$ cat src/rtl/simd_stream_pkg.sv
// Shared types for the SIMD result streaming path: FSM state encoding and row layout.
package simd_stream_pkg;

  localparam int PE_COUNT   = 4;
  localparam int DATA_WIDTH = 32;
  localparam int ADDR_WIDTH = 10;
  localparam int LANE_IDX_W = $clog2(PE_COUNT);

  typedef enum logic [1:0] {IDLE, FETCH, STREAM, FINISH} rs_state_t;

  typedef logic [PE_COUNT-1:0][DATA_WIDTH-1:0] row_t;

endpackage

$ cat src/rtl/result_streamer_lane_serializer.sv
// Row buffer plus lane index: presents one lane per beat, lane 0 first, with a one-row prefetch slot.
module lane_serializer
  import simd_stream_pkg::*;
#(
  parameter int PE_COUNT   = simd_stream_pkg::PE_COUNT,
  parameter int DATA_WIDTH = simd_stream_pkg::DATA_WIDTH
) (
  input  logic                                 clk,
  input  logic                                 rst,
  input  logic                                 active_i,
  input  logic                                 dout_vld_i,
  input  logic [PE_COUNT-1:0][DATA_WIDTH-1:0]  dout_i,
  input  logic                                 tready_i,
  output logic [DATA_WIDTH-1:0]                tdata_o,
  output logic                                 tvalid_o,
  output logic                                 lane_last_o,
  output logic                                 row_consumed_o
);

  localparam int LW = $clog2(PE_COUNT);
  localparam logic [LW-1:0] LANE_LAST = LW'(PE_COUNT - 1);
  localparam logic [LW-1:0] LANE_ONE  = LW'(1);

  logic [PE_COUNT-1:0][DATA_WIDTH-1:0] cur_row_q, nxt_row_q, row_src;
  logic                                cur_vld_q, nxt_vld_q, hs;
  logic [LW-1:0]                       lane_q;

  // The first row of a drain is shown straight from the BRAM output so the
  // first beat is not delayed by a capture cycle.
  always_comb begin
    row_src        = cur_vld_q ? cur_row_q : dout_i;
    tvalid_o       = active_i & (cur_vld_q | dout_vld_i);
    hs             = tvalid_o & tready_i;
    lane_last_o    = (lane_q == LANE_LAST);
    row_consumed_o = hs & lane_last_o;
    tdata_o        = tvalid_o ? row_src[lane_q] : '0;
  end

  always_ff @(posedge clk) begin
    if (rst || !active_i) begin
      cur_vld_q <= 1'b0;
      nxt_vld_q <= 1'b0;
      lane_q    <= '0;
    end else begin
      if (dout_vld_i && !cur_vld_q) begin
        cur_row_q <= dout_i;
        cur_vld_q <= 1'b1;
      end else if (dout_vld_i) begin
        nxt_row_q <= dout_i;
        nxt_vld_q <= 1'b1;
      end
      if (hs) begin
        if (lane_last_o) begin
          lane_q <= '0;
          if (nxt_vld_q) begin
            cur_row_q <= nxt_row_q;
            nxt_vld_q <= 1'b0;
          end else if (dout_vld_i) begin
            cur_row_q <= dout_i;
            nxt_vld_q <= 1'b0;
          end else begin
            cur_vld_q <= 1'b0;
          end
        end else begin
          lane_q <= lane_q + LANE_ONE;
        end
      end
    end
  end

endmodule

$ cat src/rtl/result_streamer.sv
// Drains word_count rows of the R BRAM onto a valid/ready beat stream, lane 0 first.
// RESULT_STREAMER_ROW_LAST_EN: tlast on every row end instead of only the final beat.
module result_streamer
  import simd_stream_pkg::*;
#(
  parameter int PE_COUNT   = simd_stream_pkg::PE_COUNT,
  parameter int DATA_WIDTH = simd_stream_pkg::DATA_WIDTH,
  parameter int ADDR_WIDTH = simd_stream_pkg::ADDR_WIDTH
) (
  input  logic                                 clk,
  input  logic                                 rst,
  input  logic                                 start,
  input  logic [ADDR_WIDTH-1:0]                base_addr,
  input  logic [ADDR_WIDTH:0]                  word_count,
  output logic                                 busy,
  output logic                                 done,
  output logic                                 bram_r_rd_en,
  output logic [ADDR_WIDTH-1:0]                bram_r_raddr,
  input  logic [PE_COUNT-1:0][DATA_WIDTH-1:0]  bram_r_dout,
  output logic [DATA_WIDTH-1:0]                m_tdata,
  output logic                                 m_tvalid,
  input  logic                                 m_tready,
  output logic                                 m_tlast
);

  localparam logic [ADDR_WIDTH:0]   CNT_ONE  = (ADDR_WIDTH+1)'(1);
  localparam logic [ADDR_WIDTH-1:0] ADDR_ONE = ADDR_WIDTH'(1);

  rs_state_t             state_q, state_d;
  logic [ADDR_WIDTH-1:0] addr_q;
  logic [ADDR_WIDTH:0]   req_left_q, rows_rem_q;
  logic                  pf_q, rd_fire_q;
  logic                  stream_act, pf_fire, row_consumed, lane_last, final_row;

  always_comb begin
    stream_act = (state_q == STREAM);
    pf_fire    = stream_act & pf_q & (req_left_q != '0);
    final_row  = (rows_rem_q == CNT_ONE);
  end

  always_comb begin
    state_d      = state_q;
    busy         = 1'b0;
    done         = 1'b0;
    bram_r_rd_en = 1'b0;
    unique case (state_q)
      IDLE: if (start) state_d = (word_count == '0) ? FINISH : FETCH;
      FETCH: begin
        busy         = 1'b1;
        bram_r_rd_en = 1'b1;
        state_d      = STREAM;
      end
      STREAM: begin
        busy         = 1'b1;
        bram_r_rd_en = pf_fire;
        if (row_consumed && final_row) state_d = FINISH;
      end
      FINISH: begin
        done    = 1'b1;
        state_d = IDLE;
      end
      default: state_d = IDLE;
    endcase
  end

  assign bram_r_raddr = addr_q;

  // One read is outstanding per current row: pf_q re-arms whenever a row starts.
  always_ff @(posedge clk) begin
    if (rst) begin
      state_q    <= IDLE;
      addr_q     <= '0;
      req_left_q <= '0;
      rows_rem_q <= '0;
      pf_q       <= 1'b0;
      rd_fire_q  <= 1'b0;
    end else begin
      state_q   <= state_d;
      rd_fire_q <= bram_r_rd_en;
      if (state_q == IDLE && start) begin
        addr_q     <= base_addr;
        req_left_q <= word_count;
        rows_rem_q <= word_count;
      end
      if (bram_r_rd_en) begin
        addr_q     <= addr_q + ADDR_ONE;
        req_left_q <= req_left_q - CNT_ONE;
      end
      if (row_consumed) rows_rem_q <= rows_rem_q - CNT_ONE;
      if (state_q == FETCH || row_consumed) pf_q <= 1'b1;
      else if (pf_fire)                     pf_q <= 1'b0;
    end
  end

  lane_serializer #(
    .PE_COUNT   (PE_COUNT),
    .DATA_WIDTH (DATA_WIDTH)
  ) u_ser (
    .clk            (clk),
    .rst            (rst),
    .active_i       (stream_act),
    .dout_vld_i     (rd_fire_q & stream_act),
    .dout_i         (bram_r_dout),
    .tready_i       (m_tready),
    .tdata_o        (m_tdata),
    .tvalid_o       (m_tvalid),
    .lane_last_o    (lane_last),
    .row_consumed_o (row_consumed)
  );

`ifdef RESULT_STREAMER_ROW_LAST_EN
  assign m_tlast = m_tvalid & lane_last;
`else
  assign m_tlast = m_tvalid & lane_last & final_row;
`endif

endmodule

$ cat config.mk
export PLATFORM = sky130hd
export DESIGN_NAME = result_streamer
export DESIGN_NICKNAME = d
export VERILOG_FILES = /design/src/rtl/simd_stream_pkg.sv /design/src/rtl/result_streamer_lane_serializer.sv /design/src/rtl/result_streamer.sv
export SDC_FILE = /design/constraint.sdc
export NUM_CORES = 1
export LEC_CHECK = 0
export BUFFER_PORTS_ARGS = -buffer_cell sky130_fd_sc_hd__buf_2
export CORE_MARGIN = 3
export CORE_UTILIZATION = 30
export CTS_BUF_LIST = sky130_fd_sc_hd__clkbuf_2 sky130_fd_sc_hd__clkbuf_4 sky130_fd_sc_hd__clkbuf_8
export DETAILED_ROUTE_END_ITERATION = 10
export PLACE_DENSITY = 0.5
export SYNTH_ARGS = -nofsm -noshare
export SYNTH_HDL_FRONTEND = slang
export SYNTH_SLANG_ARGS = --single-unit
$ cat constraint.sdc
create_clock -name clk -period 16.7 [get_ports clk]
set_clock_uncertainty 0.05 [all_clocks]
set_input_delay 3.34 -clock clk [delete_from_list [all_inputs] [get_ports clk]]
set_output_delay 3.34 -clock clk [all_outputs]
set_load 0.01 [all_outputs]
**Word-level counts from Yosys, hierarchy flattened**

Index checks and enable logic that the tools add are counted.

- Eq/ne operators: 7
- Bitwise gates (word level): 11
- Shift operators: 0
- Multiplexer cells: 35
- Multipliers: 0
- Reduce and logical (&&, ||, !) cells: 16
- $add $sub $neg: 4
- Magnitude comparators: 1
- Div/mod/pow operators: 0

Operators with widths:

| cell | number |
|---|---|
| 128-bit 2-to-1 mux | 6 |
| 32-bit binary-select mux with 2-bit select | 1 |
| 32-bit 2-to-1 mux | 2 |
| 11-bit 2-to-1 mux | 3 |
| 11-bit by 1-bit subtractor with 11-bit output, second input constant | 2 |
| 10-bit 2-to-1 mux | 2 |
| 1-bit 2-to-1 mux | 15 |
| 11-bit by 1-bit == test with 1-bit output, second input constant | 1 |
| 11-bit logical NOT | 1 |
| 11-bit nonzero test | 1 |
| 10-bit by 1-bit adder with 10-bit output, second input constant | 1 |
| 1-bit AND | 8 |
| 2-bit 2-to-1 mux | 4 |
| 2-bit case mux with 4 select lines | 1 |
| 2-bit == test, second input constant | 3 |
| 2-bit nonzero test | 3 |
| 1-bit logical AND | 3 |
| 2-bit by 3-bit < comparator with 1-bit output, second input constant | 1 |
| 3-bit AND reduction | 1 |
| 2-bit by 1-bit adder with 2-bit output, second input constant | 1 |
| 2-bit by 1-bit == test with 1-bit output, second input constant | 1 |
| 1-bit logical NOT | 2 |
| 2-bit logical NOT | 1 |
| 1-bit logical OR | 2 |
| other kinds (7) | 8 |

- Bits in writable memories: 0
- Flip-flop bits (word level): 296
- Bits in latches: 0
- Memories: 0
- ROM bits: 0
- Output and inout port bits: 47

**Logic depth before layout (Yosys ltp)**

- Word-level depth: 9
- Gate-level depth with buffers: 10
- Gate-level depth less buffers: 8

**Modules after synthesis**

From an unflattened synthesis, not the netlist that was laid out.

- Cells, all modules: 1153
- Area, all modules: 14805.4 µm²

Modules (own cells, without submodules):

| module | area an instance (µm²) | instances | cells an instance |
|---|---|---|---|
| lane_serializer | 12627.1 | 1 | 881 |
| result_streamer | 2178.3 | 1 | 272 |

**Worst setup path after synthesis**

Ideal clock, no wire load.

- Path type: input-to-reg
- From: input port rst
- To: register u_ser.nxt_row_q[0] (netlist name) (enable)
- Data arrival time: 13.233 ns
- Stages: 4
- Path buffers: 3
- Path slack: 2.619 ns
- Setup time: 0.798 ns
- Required time: 15.852 ns
- Path through: clkbuf_1 -> clkbuf_1 -> buf_1 -> nor3b_1

- Longest elaborated chain between the ends: 3

RTL lines:

| item | line | text |
|---|---|---|
| start: declaration | result_streamer.sv:11 | `input logic rst,` |
| 1-bit logical OR | result_streamer_lane_serializer.sv:40 | `if (rst \|\| !active_i) begin` |
| 1-bit NOT (no source line) | -- |  |
| 3-bit AND reduction (no source line) | -- |  |
| end signal: assignment | result_streamer_lane_serializer.sv:49 | `nxt_row_q <= dout_i;` |
| end: declaration | result_streamer_lane_serializer.sv:24 | `logic [PE_COUNT-1:0][DATA_WIDTH-1:0] cur_row_q, nxt_row_q, row_src;` |

No other way between the ends.
A chain may end at the register's enable or synchronous reset.

**Worst setup path in the final report**

- From: input port bram_r_dout[118] (netlist name)
- To: output port m_tdata[22]

- Longest elaborated chain between the ends: 4

RTL lines:

| item | line | text |
|---|---|---|
| start: declaration | result_streamer.sv:19 | `input logic [PE_COUNT-1:0][DATA_WIDTH-1:0] bram_r_dout,` |
| 128-bit 2-to-1 mux | result_streamer_lane_serializer.sv:31 | `row_src = cur_vld_q ? cur_row_q : dout_i;` |
| 32-bit binary-select mux with 2-bit select | result_streamer_lane_serializer.sv:36 | `tdata_o = tvalid_o ? row_src[lane_q] : '0;` |
| 32-bit 2-to-1 mux (not written as such) | result_streamer_lane_serializer.sv:36 |  |
| 32-bit 2-to-1 mux | result_streamer_lane_serializer.sv:36 |  |
| end: declaration | result_streamer.sv:20 | `output logic [DATA_WIDTH-1:0] m_tdata,` |

No other way between the ends. The select of a mux whose other input is x is not followed.

==> flow_summary.json <==
{
  "grt_pass1_wl_um": 86100,
  "fmax_mhz": 126,
  "peakVddDrop_mv": 0.0878,
  "power.density_nw_per_um2": 112,
  "start_kind": "input port",
  "rsz0062_at_grt": "false",
  "synth_cell_types": 60,
  "yosysTopAreaCellShare_pct": 44.9,
  "maxCapViolCount": 0,
  "routed_wl_um": 57100,
  "num_vias": 14000,
  "holdPathEnd": "rows_rem_q[5]$_SDFFE_PP0P_",
  "post-route-util_pct": 35.6,
  "grt.total_usage_pct": 18.5,
  "async_flop_share_pct": 0,
  "endpoint_kind": "primary output",
  "chipHeight_um": 245,
  "rows": 86,
  "post-cts-setup-buffer-count": 0,
  "dpl.hpwl_um": 33200,
  "clkSinkCount": 296,
  "dieArea_sq_um": 59900,
  "finalSetupViolCount": 0,
  "place_area_sq_um": 18700,
  "hp-class": "reg2reg",
  "syn_area_sq_um": 17100,
  "cts_hold_buf": 0,
  "finalNonFillerCells": 2516,
  "syn2layout_area_growth_pct": 15.8,
  "post-route-min-period_ns": 7.96,
  "min_from": "rows_rem_q[5]$_SDFFE_PP0P_",
  "tightest_slew_ns": 1.29,
  "placed_cells": 2400,
  "grt_pass1_vias": 13600,
  "grt_max_degree": 233,
  "pin_count": 200,
  "finalCritPeriodShare_pct": 47.6,
  "overflow": 0,
  "rr_worst_depth": 6,
  "hold_viol": 0,
  "crit_fanout": 4,
  "setup_tns_ns": 0,
  "coreArea_sq_um": 55700,
  "synth_top_area_cell": "edfxtp_1",
  "avgViaCountPerCell": 5.58,
  "intPower_mw": 1.47,
  "combPwrFrac_pct": 23.5,
  "wire_per_inst_um": 22.7,
  "insertion_delay_ns": 0.64,
  "die_w_um": 245,
  "layout-drive-gt1-share_pct": 22.5,
  "finish.instance_area_sq_um": 19800,
  "path_clk_slew_ns": 0.05,
  "root_buffer": "clkbuf_8",
  "gp_congestion": 0.804,
  "synth_edf_count": 256,
  "drtIter0Drc": 976,
  "syn_avg_cell_area_sq_um": 10.8,
  "r2r_start": "u_ser.cur_vld_q$_SDFF_PP0_",
  "ys.flop_type": "edfxtp_1",
  "layout_common_cells": "a21oi_1 (279), edfxtp_1 (256), buf_2 (199)",
  "r2r_end": "u_ser.cur_row_q[57]$_DFFE_PN_",
  "ant_nets": 0,
  "layout_commonest_cell": "a21oi_1",
  "power_mw": 2.22,
  "cp.required_ns": 13.31,
  "swShare_pct": 33.7,
  "crit_type": "in2out",
  "initial_core_util_pct": 30.7,
  "port_buffers": 199,
  "reg2reg_setup_slack_ns": 12.41,
  "drt_pass1_iterations": 6,
  "cts_buffers": 59,
  "seq_area_frac_synth_pct": 49.6,
  "post_cts_resized": 0,
  "slew_violations": 0,
  "synthTopCellsByArea": "edfxtp_1 (45%), mux2i_1 (9.4%), mux4_2 (8.4%)",
  "status": "finished, final reports clean",
  "syn_nets": 1748,
  "drc": 0,
  "fin_nets": 1876,
  "worstPathArrival_ns": 4.57,
  "switchingPower_uw": 747,
  "clock_path_buffers": 3,
  "worst_hold_path.num_cells": 2,
  "cts_tree": "built",
  "clkPwrFrac_pct": 32.8,
  "antenna_found_initial": 24,
  "ys_ff_latch": 296,
  "netlist_instances": 1585,
  "relSlewSlack_pct": 14.0,
  "ys_warn_count": 0,
  "htreeDepth": 2,
  "seqPwrFrac_pct": 43.7,
  "p_leak_nw": 7.43
}
[cells in the mapped netlist (all sizes together), types with 6 or more instances]
master and instances:
dfxtp 40, a21oi 279, mux2i 161, mux4 64, a221oi 6, o21ai 16, nand4 7, clkbuf 102
edfxtp 256, ha 10, buf 48, inv 11, nand3 137, nor2 53, a211oi 137, nor3 20
nand2 162, nor4 6
[logic make-up after synthesis]
logic type	after synthesis	synth area share, %
AOI/OAI and AO/OA	475	16.8
xor gates and xnor gates	5	0.256
adders and majority gates	10	0.731
buffers and inverters	161	3.74
DFF	296	49.6
muxes	225	17.8
and+or+nand+nor	413	11.0
[per-layer routing]
metal / wire [um] / global-route usage [%] / vias up
met4: 1730 / 6.67 / 24
met5: 155 / 0 / -
met2: 26700 / 29.4 / 502
met3: 4230 / 4.73 / 117
li1: - / - / 6455
met1: 24300 / 24.5 / 6944
[flip-flops by register name, indices dropped and copies added (netlist names)]
register / count
u_ser.nxt_row_q: 128
pf_q: 1
u_ser.cur_row_q: 128
rows_rem_q: 11
u_ser.lane_q: 2
bram_r_raddr: 10
rd_fire_q: 1
req_left_q: 11
state_q: 2
u_ser.nxt_vld_q: 1
u_ser.cur_vld_q: 1
[power by group through the flow]
| stage | logic [mW] | clock network [mW] | registers [mW] |
|---|---|---|---|
| global placement | 0.514 | 0 | 0.978 |
| global route | 0.575 | 0.787 | 0.978 |
| CTS | 0.524 | 0.756 | 0.966 |
| finish | 0.521 | 0.727 | 0.968 |
| floorplan | 0.357 | 0 | 0.963 |
| detailed placement | 0.520 | 0 | 0.981 |
[per-stage QoR]
| step | worst slack (ns) | hold WS (ns) |
|---|---|---|
| floorplan | 2.62 | 0.405 |
| CTS | 8.76 | 0.437 |
| global route | 8.74 | 0.458 |
| global placement | 8.75 | 0.426 |
| detailed placement | 8.75 | 0.429 |
| finish | 8.74 | 0.431 |
[cell type report]
type / count / area, sq um
repair buffers: 217 / 1170
multi-input cells: 1128 / 8040
flip-flops and latches: 296 / 8500
inverters: 11 / 43.8
diodes: 9 / 22.5
clock buffers: 86 / 1030
fillers: 5587 / 35900
clock inverters: 21 / 87.6
well taps: 748 / 936
[critical path: stages]
cell	delay [ns]
buf_2	0.12
mux4_2	0.53
mux2i_1	0.20
nor2_1	0.14
buf_2	0.24
[worst max path at each step]
stage | end | slack (ns) | cells after the start | start
final | m_tdata[22] | 8.74 | 5 | bram_r_dout[118]
after global routing | m_tdata[19] | 8.74 | 5 | bram_r_dout[51]
after CTS | m_tdata[19] | 8.76 | 5 | bram_r_dout[19]
after detailed placement | m_tdata[19] | 8.75 | 5 | bram_r_dout[51]
after global placement | m_tdata[19] | 8.75 | 5 | bram_r_dout[51]
after floorplan | u_ser.nxt_row_q[0]$_DFFE_PP_ | 2.62 | 4 | rst
Power figures use the tool's default switching activity.
